$ cat config.mk
export PLATFORM = sky130hd
export DESIGN_NAME = vga_stream_arbiter_flat
export DESIGN_NICKNAME = d
export VERILOG_FILES = /design/src/rtl/vga_stream_arbiter_if.sv /design/src/rtl/vga_stream_arbiter.sv /design/src/flat_wrapper.sv
export SDC_FILE = /design/constraint.sdc
export NUM_CORES = 1
export LEC_CHECK = 0
export BUFFER_PORTS_ARGS = -buffer_cell sky130_fd_sc_hd__buf_2
export CAP_MARGIN = 20
export CORE_UTILIZATION = 25
export DETAILED_ROUTE_END_ITERATION = 8
export PLACE_DENSITY = 0.53
export SYNTH_ARGS = -nofsm -noshare
export SYNTH_HDL_FRONTEND = slang
export SYNTH_SLANG_ARGS = --single-unit
$ cat constraint.sdc
create_clock -name axi_clk -period 4.95 [get_ports axi_clk]
set_input_delay 1.485 -clock axi_clk [delete_from_list [all_inputs] [get_ports axi_clk]]
set_output_delay 1.485 -clock axi_clk [all_outputs]
set_load 0.02 [all_outputs]
$ cat src/rtl/vga_stream_arbiter_if.sv
// AXI4-Stream video beat bundle shared by the pixel sources and the VGA-side sink.
// The master drives the beat and tvalid; the slave drives tready.
interface vga_stream_arbiter_if #(
    parameter int TDATA_WIDTH = 16
);
    logic [TDATA_WIDTH-1:0] tdata;
    logic                   tuser;
    logic                   tlast;
    logic                   tvalid;
    logic                   tready;

    modport master (output tdata, tuser, tlast, tvalid, input  tready);
    modport slave  (input  tdata, tuser, tlast, tvalid, output tready);
endinterface

$ cat src/rtl/vga_stream_arbiter.sv
// Frame-aware 2:1 video stream arbiter; switches source only between frames, regenerates SOF/EOL.
// Latency 1 cycle accept->m_axis_tvalid; 2-entry skid, input tready is registered (skid not full).
module vga_stream_arbiter #(
    parameter int H_ACTIVE    = 800,
    parameter int V_ACTIVE    = 600,
    parameter int TDATA_WIDTH = 16,
    parameter bit DROP_UNSEL  = 1'b1
) (
    input  logic                 axi_clk,
    input  logic                 axi_rst,
    vga_stream_arbiter_if.slave  s0_axis,
    vga_stream_arbiter_if.slave  s1_axis,
    vga_stream_arbiter_if.master m_axis,
    input  logic                 sel_req,
    output logic                 active_sel,
    output logic                 streaming,
    output logic [15:0]          frame_count,
    output logic                 err_tlast,
    output logic                 err_sof,
    input  logic                 err_clr
);
    localparam int XW = (H_ACTIVE > 1) ? $clog2(H_ACTIVE) : 1;
    localparam int YW = (V_ACTIVE > 1) ? $clog2(V_ACTIVE) : 1;
    localparam logic [XW-1:0] X_LAST = XW'(H_ACTIVE - 1);
    localparam logic [YW-1:0] Y_LAST = YW'(V_ACTIVE - 1);

    typedef enum logic {IDLE, STREAM} state_t;

    typedef struct packed {
        logic [TDATA_WIDTH-1:0] dat;
        logic                   user;
        logic                   last;
    } beat_t;

    state_t          state;
    logic [XW-1:0]   x;
    logic [YW-1:0]   y;
    logic            rdy_en;
    beat_t           out_q;
    beat_t           skid_q;
    logic            out_vld;
    logic            skid_vld;

    logic                   in_rdy;
    logic                   unsel_rdy;
    logic                   in_vld;
    logic [TDATA_WIDTH-1:0] in_dat;
    logic                   in_user;
    logic                   in_last;
    logic                   acc;

    // rdy_en holds tready low for the first cycle out of reset
    assign in_rdy    = rdy_en & ~skid_vld;
    assign unsel_rdy = DROP_UNSEL ? rdy_en : 1'b0;

    assign s0_axis.tready = active_sel ? unsel_rdy : in_rdy;
    assign s1_axis.tready = active_sel ? in_rdy : unsel_rdy;

    assign in_vld  = active_sel ? s1_axis.tvalid : s0_axis.tvalid;
    assign in_dat  = active_sel ? s1_axis.tdata  : s0_axis.tdata;
    assign in_user = active_sel ? s1_axis.tuser  : s0_axis.tuser;
    assign in_last = active_sel ? s1_axis.tlast  : s0_axis.tlast;
    assign acc     = in_vld & in_rdy;

    logic [XW-1:0] eff_x;
    logic [YW-1:0] eff_y;
    logic          line_end;
    logic          frame_end;
    logic          push;
    logic          set_tlast;
    logic          set_sof;
    beat_t         push_beat;

    // An incoming SOF restarts the raster at (0,0) before the beat is placed
    always_comb begin
        eff_x     = x;
        eff_y     = y;
        push      = 1'b0;
        set_tlast = 1'b0;
        set_sof   = 1'b0;
        if (in_user) begin
            eff_x = '0;
            eff_y = '0;
        end
        line_end  = (eff_x == X_LAST);
        frame_end = line_end && (eff_y == Y_LAST);
        if (state == IDLE) begin
            push = acc & in_user;
        end else begin
            push      = acc;
            set_tlast = acc & (in_last != line_end);
            set_sof   = acc & in_user & ((x != '0) || (y != '0));
        end
        push_beat.dat  = in_dat;
        push_beat.user = (eff_x == '0) && (eff_y == '0);
        push_beat.last = line_end;
    end

    always_ff @(posedge axi_clk) begin
        if (axi_rst) begin
            state       <= IDLE;
            x           <= '0;
            y           <= '0;
            active_sel  <= 1'b0;
            streaming   <= 1'b0;
            frame_count <= '0;
            err_tlast   <= 1'b0;
            err_sof     <= 1'b0;
            rdy_en      <= 1'b0;
        end else begin
            rdy_en    <= 1'b1;
            err_tlast <= (err_tlast & ~err_clr) | set_tlast;
            err_sof   <= (err_sof & ~err_clr) | set_sof;
            // The SOF beat locks the source it came from, so hold the selection on that cycle
            if (state == IDLE && !push)
                active_sel <= sel_req;
            if (push) begin
                if (line_end) begin
                    x <= '0;
                    y <= frame_end ? '0 : eff_y + YW'(1);
                end else begin
                    x <= eff_x + XW'(1);
                    y <= eff_y;
                end
                if (frame_end) begin
                    frame_count <= frame_count + 16'd1;
                    state       <= IDLE;
                    streaming   <= 1'b0;
                end else begin
                    state       <= STREAM;
                    streaming   <= 1'b1;
                end
            end
        end
    end

    // push only happens with the skid empty, so a full skid never meets a new beat
    always_ff @(posedge axi_clk) begin
        if (axi_rst) begin
            out_vld  <= 1'b0;
            skid_vld <= 1'b0;
            out_q    <= '0;
            skid_q   <= '0;
        end else if (!out_vld || m_axis.tready) begin
            if (skid_vld) begin
                out_q    <= skid_q;
                out_vld  <= 1'b1;
                skid_vld <= 1'b0;
            end else if (push) begin
                out_q    <= push_beat;
                out_vld  <= 1'b1;
            end else begin
                out_vld  <= 1'b0;
            end
        end else if (push) begin
            skid_q   <= push_beat;
            skid_vld <= 1'b1;
        end
    end

    assign m_axis.tdata  = out_q.dat;
    assign m_axis.tuser  = out_q.user;
    assign m_axis.tlast  = out_q.last;
    assign m_axis.tvalid = out_vld;
endmodule

$ cat src/flat_wrapper.sv
// flat-port wrapper written by rule: the top's interface ports become plain ports
module vga_stream_arbiter_flat 
#(
    parameter int H_ACTIVE    = 800,
    parameter int V_ACTIVE    = 600,
    parameter int TDATA_WIDTH = 16,
    parameter bit DROP_UNSEL  = 1'b1
)
  (axi_clk, axi_rst, sel_req, active_sel, streaming, frame_count, err_tlast, err_sof, err_clr, s0_axis_tdata, s0_axis_tuser, s0_axis_tlast, s0_axis_tvalid, s0_axis_tready, s1_axis_tdata, s1_axis_tuser, s1_axis_tlast, s1_axis_tvalid, s1_axis_tready, m_axis_tdata, m_axis_tuser, m_axis_tlast, m_axis_tvalid, m_axis_tready);
  vga_stream_arbiter_if #(.TDATA_WIDTH(TDATA_WIDTH)) s0_axis_i ();
  vga_stream_arbiter_if #(.TDATA_WIDTH(TDATA_WIDTH)) s1_axis_i ();
  vga_stream_arbiter_if #(.TDATA_WIDTH(TDATA_WIDTH)) m_axis_i ();
  input  logic axi_clk;
  input  logic axi_rst;
  input  logic sel_req;
  output logic active_sel;
  output logic streaming;
  output logic [15:0] frame_count;
  output logic err_tlast;
  output logic err_sof;
  input  logic err_clr;
  input wire logic [$bits(s0_axis_i.tdata)-1:0] s0_axis_tdata;
  input wire logic [$bits(s0_axis_i.tuser)-1:0] s0_axis_tuser;
  input wire logic [$bits(s0_axis_i.tlast)-1:0] s0_axis_tlast;
  input wire logic [$bits(s0_axis_i.tvalid)-1:0] s0_axis_tvalid;
  output wire logic [$bits(s0_axis_i.tready)-1:0] s0_axis_tready;
  input wire logic [$bits(s1_axis_i.tdata)-1:0] s1_axis_tdata;
  input wire logic [$bits(s1_axis_i.tuser)-1:0] s1_axis_tuser;
  input wire logic [$bits(s1_axis_i.tlast)-1:0] s1_axis_tlast;
  input wire logic [$bits(s1_axis_i.tvalid)-1:0] s1_axis_tvalid;
  output wire logic [$bits(s1_axis_i.tready)-1:0] s1_axis_tready;
  output wire logic [$bits(m_axis_i.tdata)-1:0] m_axis_tdata;
  output wire logic [$bits(m_axis_i.tuser)-1:0] m_axis_tuser;
  output wire logic [$bits(m_axis_i.tlast)-1:0] m_axis_tlast;
  output wire logic [$bits(m_axis_i.tvalid)-1:0] m_axis_tvalid;
  input wire logic [$bits(m_axis_i.tready)-1:0] m_axis_tready;
  assign s0_axis_i.tdata = s0_axis_tdata;
  assign s0_axis_i.tuser = s0_axis_tuser;
  assign s0_axis_i.tlast = s0_axis_tlast;
  assign s0_axis_i.tvalid = s0_axis_tvalid;
  assign s0_axis_tready = s0_axis_i.tready;
  assign s1_axis_i.tdata = s1_axis_tdata;
  assign s1_axis_i.tuser = s1_axis_tuser;
  assign s1_axis_i.tlast = s1_axis_tlast;
  assign s1_axis_i.tvalid = s1_axis_tvalid;
  assign s1_axis_tready = s1_axis_i.tready;
  assign m_axis_tdata = m_axis_i.tdata;
  assign m_axis_tuser = m_axis_i.tuser;
  assign m_axis_tlast = m_axis_i.tlast;
  assign m_axis_tvalid = m_axis_i.tvalid;
  assign m_axis_i.tready = m_axis_tready;
  vga_stream_arbiter #(.H_ACTIVE(H_ACTIVE), .V_ACTIVE(V_ACTIVE), .TDATA_WIDTH(TDATA_WIDTH), .DROP_UNSEL(DROP_UNSEL)) u_core (.axi_clk(axi_clk), .axi_rst(axi_rst), .s0_axis(s0_axis_i), .s1_axis(s1_axis_i), .m_axis(m_axis_i), .sel_req(sel_req), .active_sel(active_sel), .streaming(streaming), .frame_count(frame_count), .err_tlast(err_tlast), .err_sof(err_sof), .err_clr(err_clr));
endmodule
## After elaboration in Yosys (flattened, before gate mapping)

Index checks and enable logic that the tools add are counted.

| operators by class | value |
|---|---|
| add/subtract/negate cells | 3 |
| mux-type cells | 20 |
| reductions and logical operators | 16 |
| equal/unequal tests | 3 |
| bitwise gates (word level) | 13 |

Operators by type and width:

| operator | count |
|---|---|
| two-way mux 10 bit | 5 |
| two-way mux 18 bit | 2 |
| adder 10 x 1 -> 10 bit, second input constant | 2 |
| equality test 10 bit, second input constant | 2 |
| zero test 10 bit | 2 |
| nonzero test 10 bit | 2 |
| adder 16 x 1 -> 16 bit, second input constant | 1 |
| two-way mux 16 bit | 1 |
| two-way mux 1 bit | 12 |
| AND 1 bit | 7 |
| AND reduction 2 bit | 3 |
| NOT 1 bit | 4 |
| logical AND 1 bit | 3 |
| zero test 1 bit | 2 |
| logical OR 1 bit | 2 |
| OR 1 bit | 2 |
| nonzero test 2 bit | 1 |
| OR reduction 2 bit | 1 |
| != test 1 bit | 1 |

| storage, ports and cells | value |
|---|---|
| output and inout port bits | 41 |
| logic and storage cells | 71 |
| input port bits | 43 |
| register bits | 79 |

## Longest topological paths before layout

| logic depth | value |
|---|---|
| depth after elaboration | 7 |
| mapped depth | 12 |
| depth with buffers taken out | 9 |

## Worst setup path after synthesis

OpenSTA, ideal clock, no wires.

| timing path | value |
|---|---|
| path kind | input to register |
| from | input s1_axis_tuser |
| to | register u_core.frame_count[8] |
| data arrival time | 4058 ps |
| stages | 10 |
| setup slack | 822 ps |
| setup time | 70 ps |
| required time | 4880 ps |
| buffers on the path | 1 |
| cell sequence | mux2i_1 nand2_1 inv_1 ha_1 nand4_1 or4_4 buf_6 or4_4 or3_1 a21oi_1 |

| on the way | value |
|---|---|
| word-level cells in the longest chain between the ends | 5 |
| elaborated cells on any way between the ends | 9 |

Ends and longest elaborated chain:

| item | RTL line | RTL |
|---|---|---|
| from (decl) | flat_wrapper.sv:28 | `input wire logic [$bits(s1_axis_i.tuser)-1:0] s1_axis_tuser;` |
| two-way mux 1 bit (*) | vga_stream_arbiter.sv:61 | `assign in_user = active_sel ? s1_axis.tuser : s0_axis.tuser;` |
| two-way mux 10 bit | vga_stream_arbiter.sv:81 | `if (in_user) begin` |
| equality test 10 bit (on tied branches) | vga_stream_arbiter.sv:85, vga_stream_arbiter.sv:86 |  |
| logical AND 1 bit | vga_stream_arbiter.sv:86 | `frame_end = line_end && (eff_y == Y_LAST);` |
| AND reduction 2 bit (no source line) (*) | - |  |
| to (signal assigned) | vga_stream_arbiter.sv:126 | `frame_count <= frame_count + 16'd1;` |
| to (decl) | vga_stream_arbiter.sv:17 | `output logic [15:0] frame_count,` |

Mark *: on every way between the ends. The rest lies on a longest branch, timed or not.
A chain may end at the register's enable or synchronous reset.

## Worst setup path in the final report

| timing path | value |
|---|---|
| from | input s1_axis_tuser |
| to | register u_core.frame_count[11] |

Same word-level chain as after synthesis.

==> summary.md <==
| Metric | Value |
|---|---|
| CTS max path bufs | `2` |
| Register area share after synthesis | `40.6%` |
| DRT antenna net count | `0` |
| CP required | `5.20 ns` |
| Critical path fanouts, max | `12` |
| Slew Limit Fails | `0` |
| Final period util | `77.6%` |
| Final Non-Filler Cells | `between 700 and 800` |
| H-tree depth | `3` |
| Syn Std Cell Area | `3900 um^2` |
| Total CTS buffers | `9` |
| Drt pass-1 iters | `4` |
| I/O pin count | `84` |
| Core area | `15200 um^2` |
| Clk_skew | `about 0.0036 ns` |
| Outcome | `completed` |
| Fin Setup TNS | `0 ns` |
| Setup Buffers After CTS | `0` |
| Number of global-route vias before repair | `3525` |
| Post_cts resized | `0` |
| DP Cell Count | `732` |
| WL/cell | `between 10 and 15 um` |
| Pwr Density | `305 nW/um^2` |
| First-pass GRT wire length | `17.4 mm` |
| Die Ht | `127 um` |
| Top post-synthesis cells by area | `dfxtp_1 (41%), nand2_1 (7.4%), mux2i_1 (5.6%)` |
| Peak VDD IR | `0.000169 V` |
| Starting density of the core | `between 20% and 30%` |
| FF+latch count, synth | `79` |
| Row cnt | `45` |
| TritonCTS clock tree | `built` |
| RSZ-0062 raised after global routing | `false` |
| Yosys top cell area share | `40.6%` |
| Power Total | `~0.0014 W` |
| Crit path DAT | `4.10 ns` |
| Area delta synth->final | `21.4%` |
| Min cycle time layout | `3.84 ns` |
| # setup viols final | `0` |
| Final #Nets | `603` |
| Die area | `16100 um^2` |
| Hold Vio Cnt, Final | `0` |
| Type of origin of the critical path | `primary input` |
| Hold_buf cts | `0` |
| Clock insertion delay at the later pin of the skew report | `0.33 ns` |
| Die W | `127 um` |
| All-Layer GR Usage | `13.4%` |
| Layout cell share with drive strength beyond 1 | `19.9%` |
| Main synth FF type | `dfxtp_1` |
| Grt ovf | `0` |
| Final WL | `10.6 mm` |
| Initial antenna violation count | `0` |
| Yosys warnings | `0` |
| Post-synth ARST share | `0%` |
| Vias | `3792` |
| Cells after Synth | `489` |
| Routability Congestion | `0.841` |
| Via density | `5.08` |
| Port Buffers | `83` |
| Slew @ Worst Pin | `0.891 ns` |
| Clk pin slew, worst setup/hold paths | `0.06 ns` |
| Worst min-delay path class | `reg2reg` |
| Worst slew margin | `about two fifths` |
| Crit path kind | `in2reg` |
| Yosys cell types | `52` |
| Leak pwr | `between 1.5 and 2 nW` |
| FMAX | `~0.26 GHz` |
| Post-DP HPWL | `7.51 mm` |
| Maxcap violations | `0` |
| 1st-iter DRT viols | `322` |
| Syn nets | `537` |
| DRC viols | `0` |
| # clock sinks | `79` |
| Pin count of the biggest net entering global routing | `52` |
| Number of synthesized flops with an enable pin | `0` |
| Root Driver | `clkbuf_16` |
| Yosys top cell by area | `dfxtp_1` |
| Critical Path Sink Type | `register` |
| Mapped Avg Cell Area | `7.98 um^2` |
| Antenna fix cells | `0` |
-- synthesized netlist by cell type (all sizes together) (7+ instances only) --
library cell   n
dfxtp         79
nand2         77
a21oi         43
nor2          41
o21ai         35
clkbuf        29
mux2i         22
a211oi        19
nand3         12
inv           10
nor3          10
or4           10
nand4          8
o21a           8
or3            8
and3           7
buf            7
nor4           7
-- metal layers --
metal | global-route usage (%) | routed length (um) | vias to the layer above
met3 | 3.50 | 548 | 14
met2 | 22.5 | 5100 | 117
met4 | 5.60 | 228 | 0
met1 | 16.1 | 4730 | 1758
li1 | - | - | 1903
met5 | 0 | 0 | -
-- kinds of logic after synthesis --
logic type / share of synthesized area [%]
AOI/OAI and AO/OA: 20.8
xor gates and xnor gates: 1.12
adders and majority gates: 1.60
buffers and inverters: 5.13
DFF: 40.6
muxes: 6.22
and+or+nand+nor: 24.6
-- power by group --
group	internal [W]	total (W)	switching [W]
Sequential	0.000648	0.000655	0.00000701
Clock	0.000399	0.000643	0.000243
Combinational	0.0000522	0.000145	0.0000930
-- sequential cells by signal, summed over array words and instances (netlist names) --
name                  flops
u_core.skid_vld           1
u_core.m_axis.tuser       1
u_core.m_axis.tlast       1
u_core.rdy_en             1
u_core.err_sof            1
u_core.x                 10
u_core.m_axis.tvalid      1
u_core.m_axis.tdata      16
u_core.y                 10
u_core.skid_q            18
u_core.active_sel         1
u_core.frame_count       16
u_core.streaming          1
u_core.err_tlast          1
-- final timing paths --
check | start | end | slack [ns] | depth (start not counted)
worst max-delay path | s1_axis_tuser | u_core.frame_count[11] | 1.11 | 12
worst min-delay path | u_core.m_axis.tdata[6] | u_core.m_axis.tdata[6] | 0.44 | 2
worst max register to register | u_core.active_sel | u_core.frame_count[8] | 1.88 | 6
worst min register to register | u_core.m_axis.tdata[6] | u_core.m_axis.tdata[6] | 0.44 | 2
-- final cells by class --
type / count / area [um^2]
Tap cell: 188 / 235
Clock inverter: 1 / 30.0
Timing Repair Buffer: 91 / 475
Clock buffer: 13 / 250
Inverter: 11 / 41.3
Multi-Input combinational cell: 363 / 2120
Fill cell: 1627 / 10500
Sequential cell: 79 / 1580
-- per-stage QoR --
| step | hold WS [ns] | cell area (um^2) | setup slack (ns) | utilization (%) |
|---|---|---|---|---|
| 5_1_grt | 0.473 | 4730 | 0.902 | 31.1 |
| 4_1_cts | 0.450 | 4730 | 1.09 | 31.1 |
| 6_report | 0.445 | 4730 | 1.11 | 31.1 |
| 2_1_floorplan | 0.430 | 3900 | 0.822 | - |
| 3_3_place_gp | 0.440 | 4450 | 0.845 | 29.3 |
| 3_5_place_dp | 0.443 | 4450 | 0.774 | 29.3 |
-- worst max-delay path: stages --
cell and delay [ns]:
buf_2 0.10, mux2i_1 0.12, buf_4 0.18, nand2_1 0.10, inv_1 0.07, ha_1 0.21
nand4_1 0.21, nor4_1 0.35, buf_4 0.26, nand4_1 0.37, or3_1 0.48, a21oi_1 0.15
-- cells in the final DEF (no fill, tap or decap), types with 2 or more instances in the layout --
cell type and instances:
nor2b_1 2, nor2_1 40, clkbuf_1 3, xnor2_1 2, a41oi_1 2, and2_1 5
nand3_1 12, a22oi_1 3, or4_1 7, clkbuf_16 9, nand2_1 77, and3_1 6
inv_1 10, o31ai_1 2, nand4b_1 3, and4_1 4, a311oi_1 3, buf_2 83
a211oi_1 19, mux2_2 2, mux2i_1 22, a31oi_1 4, a21boi_0 2, dfxtp_1 79
nand4_1 8, o211a_1 2, nor4_1 7, o211ai_1 2, a21oi_1 43, nor3_1 10
o21a_1 8, ha_1 5, or3_1 7, o21ai_0 34, xor2_1 3, or4_4 2
buf_4 8
No activity file was read; power rests on OpenSTA's default activity.
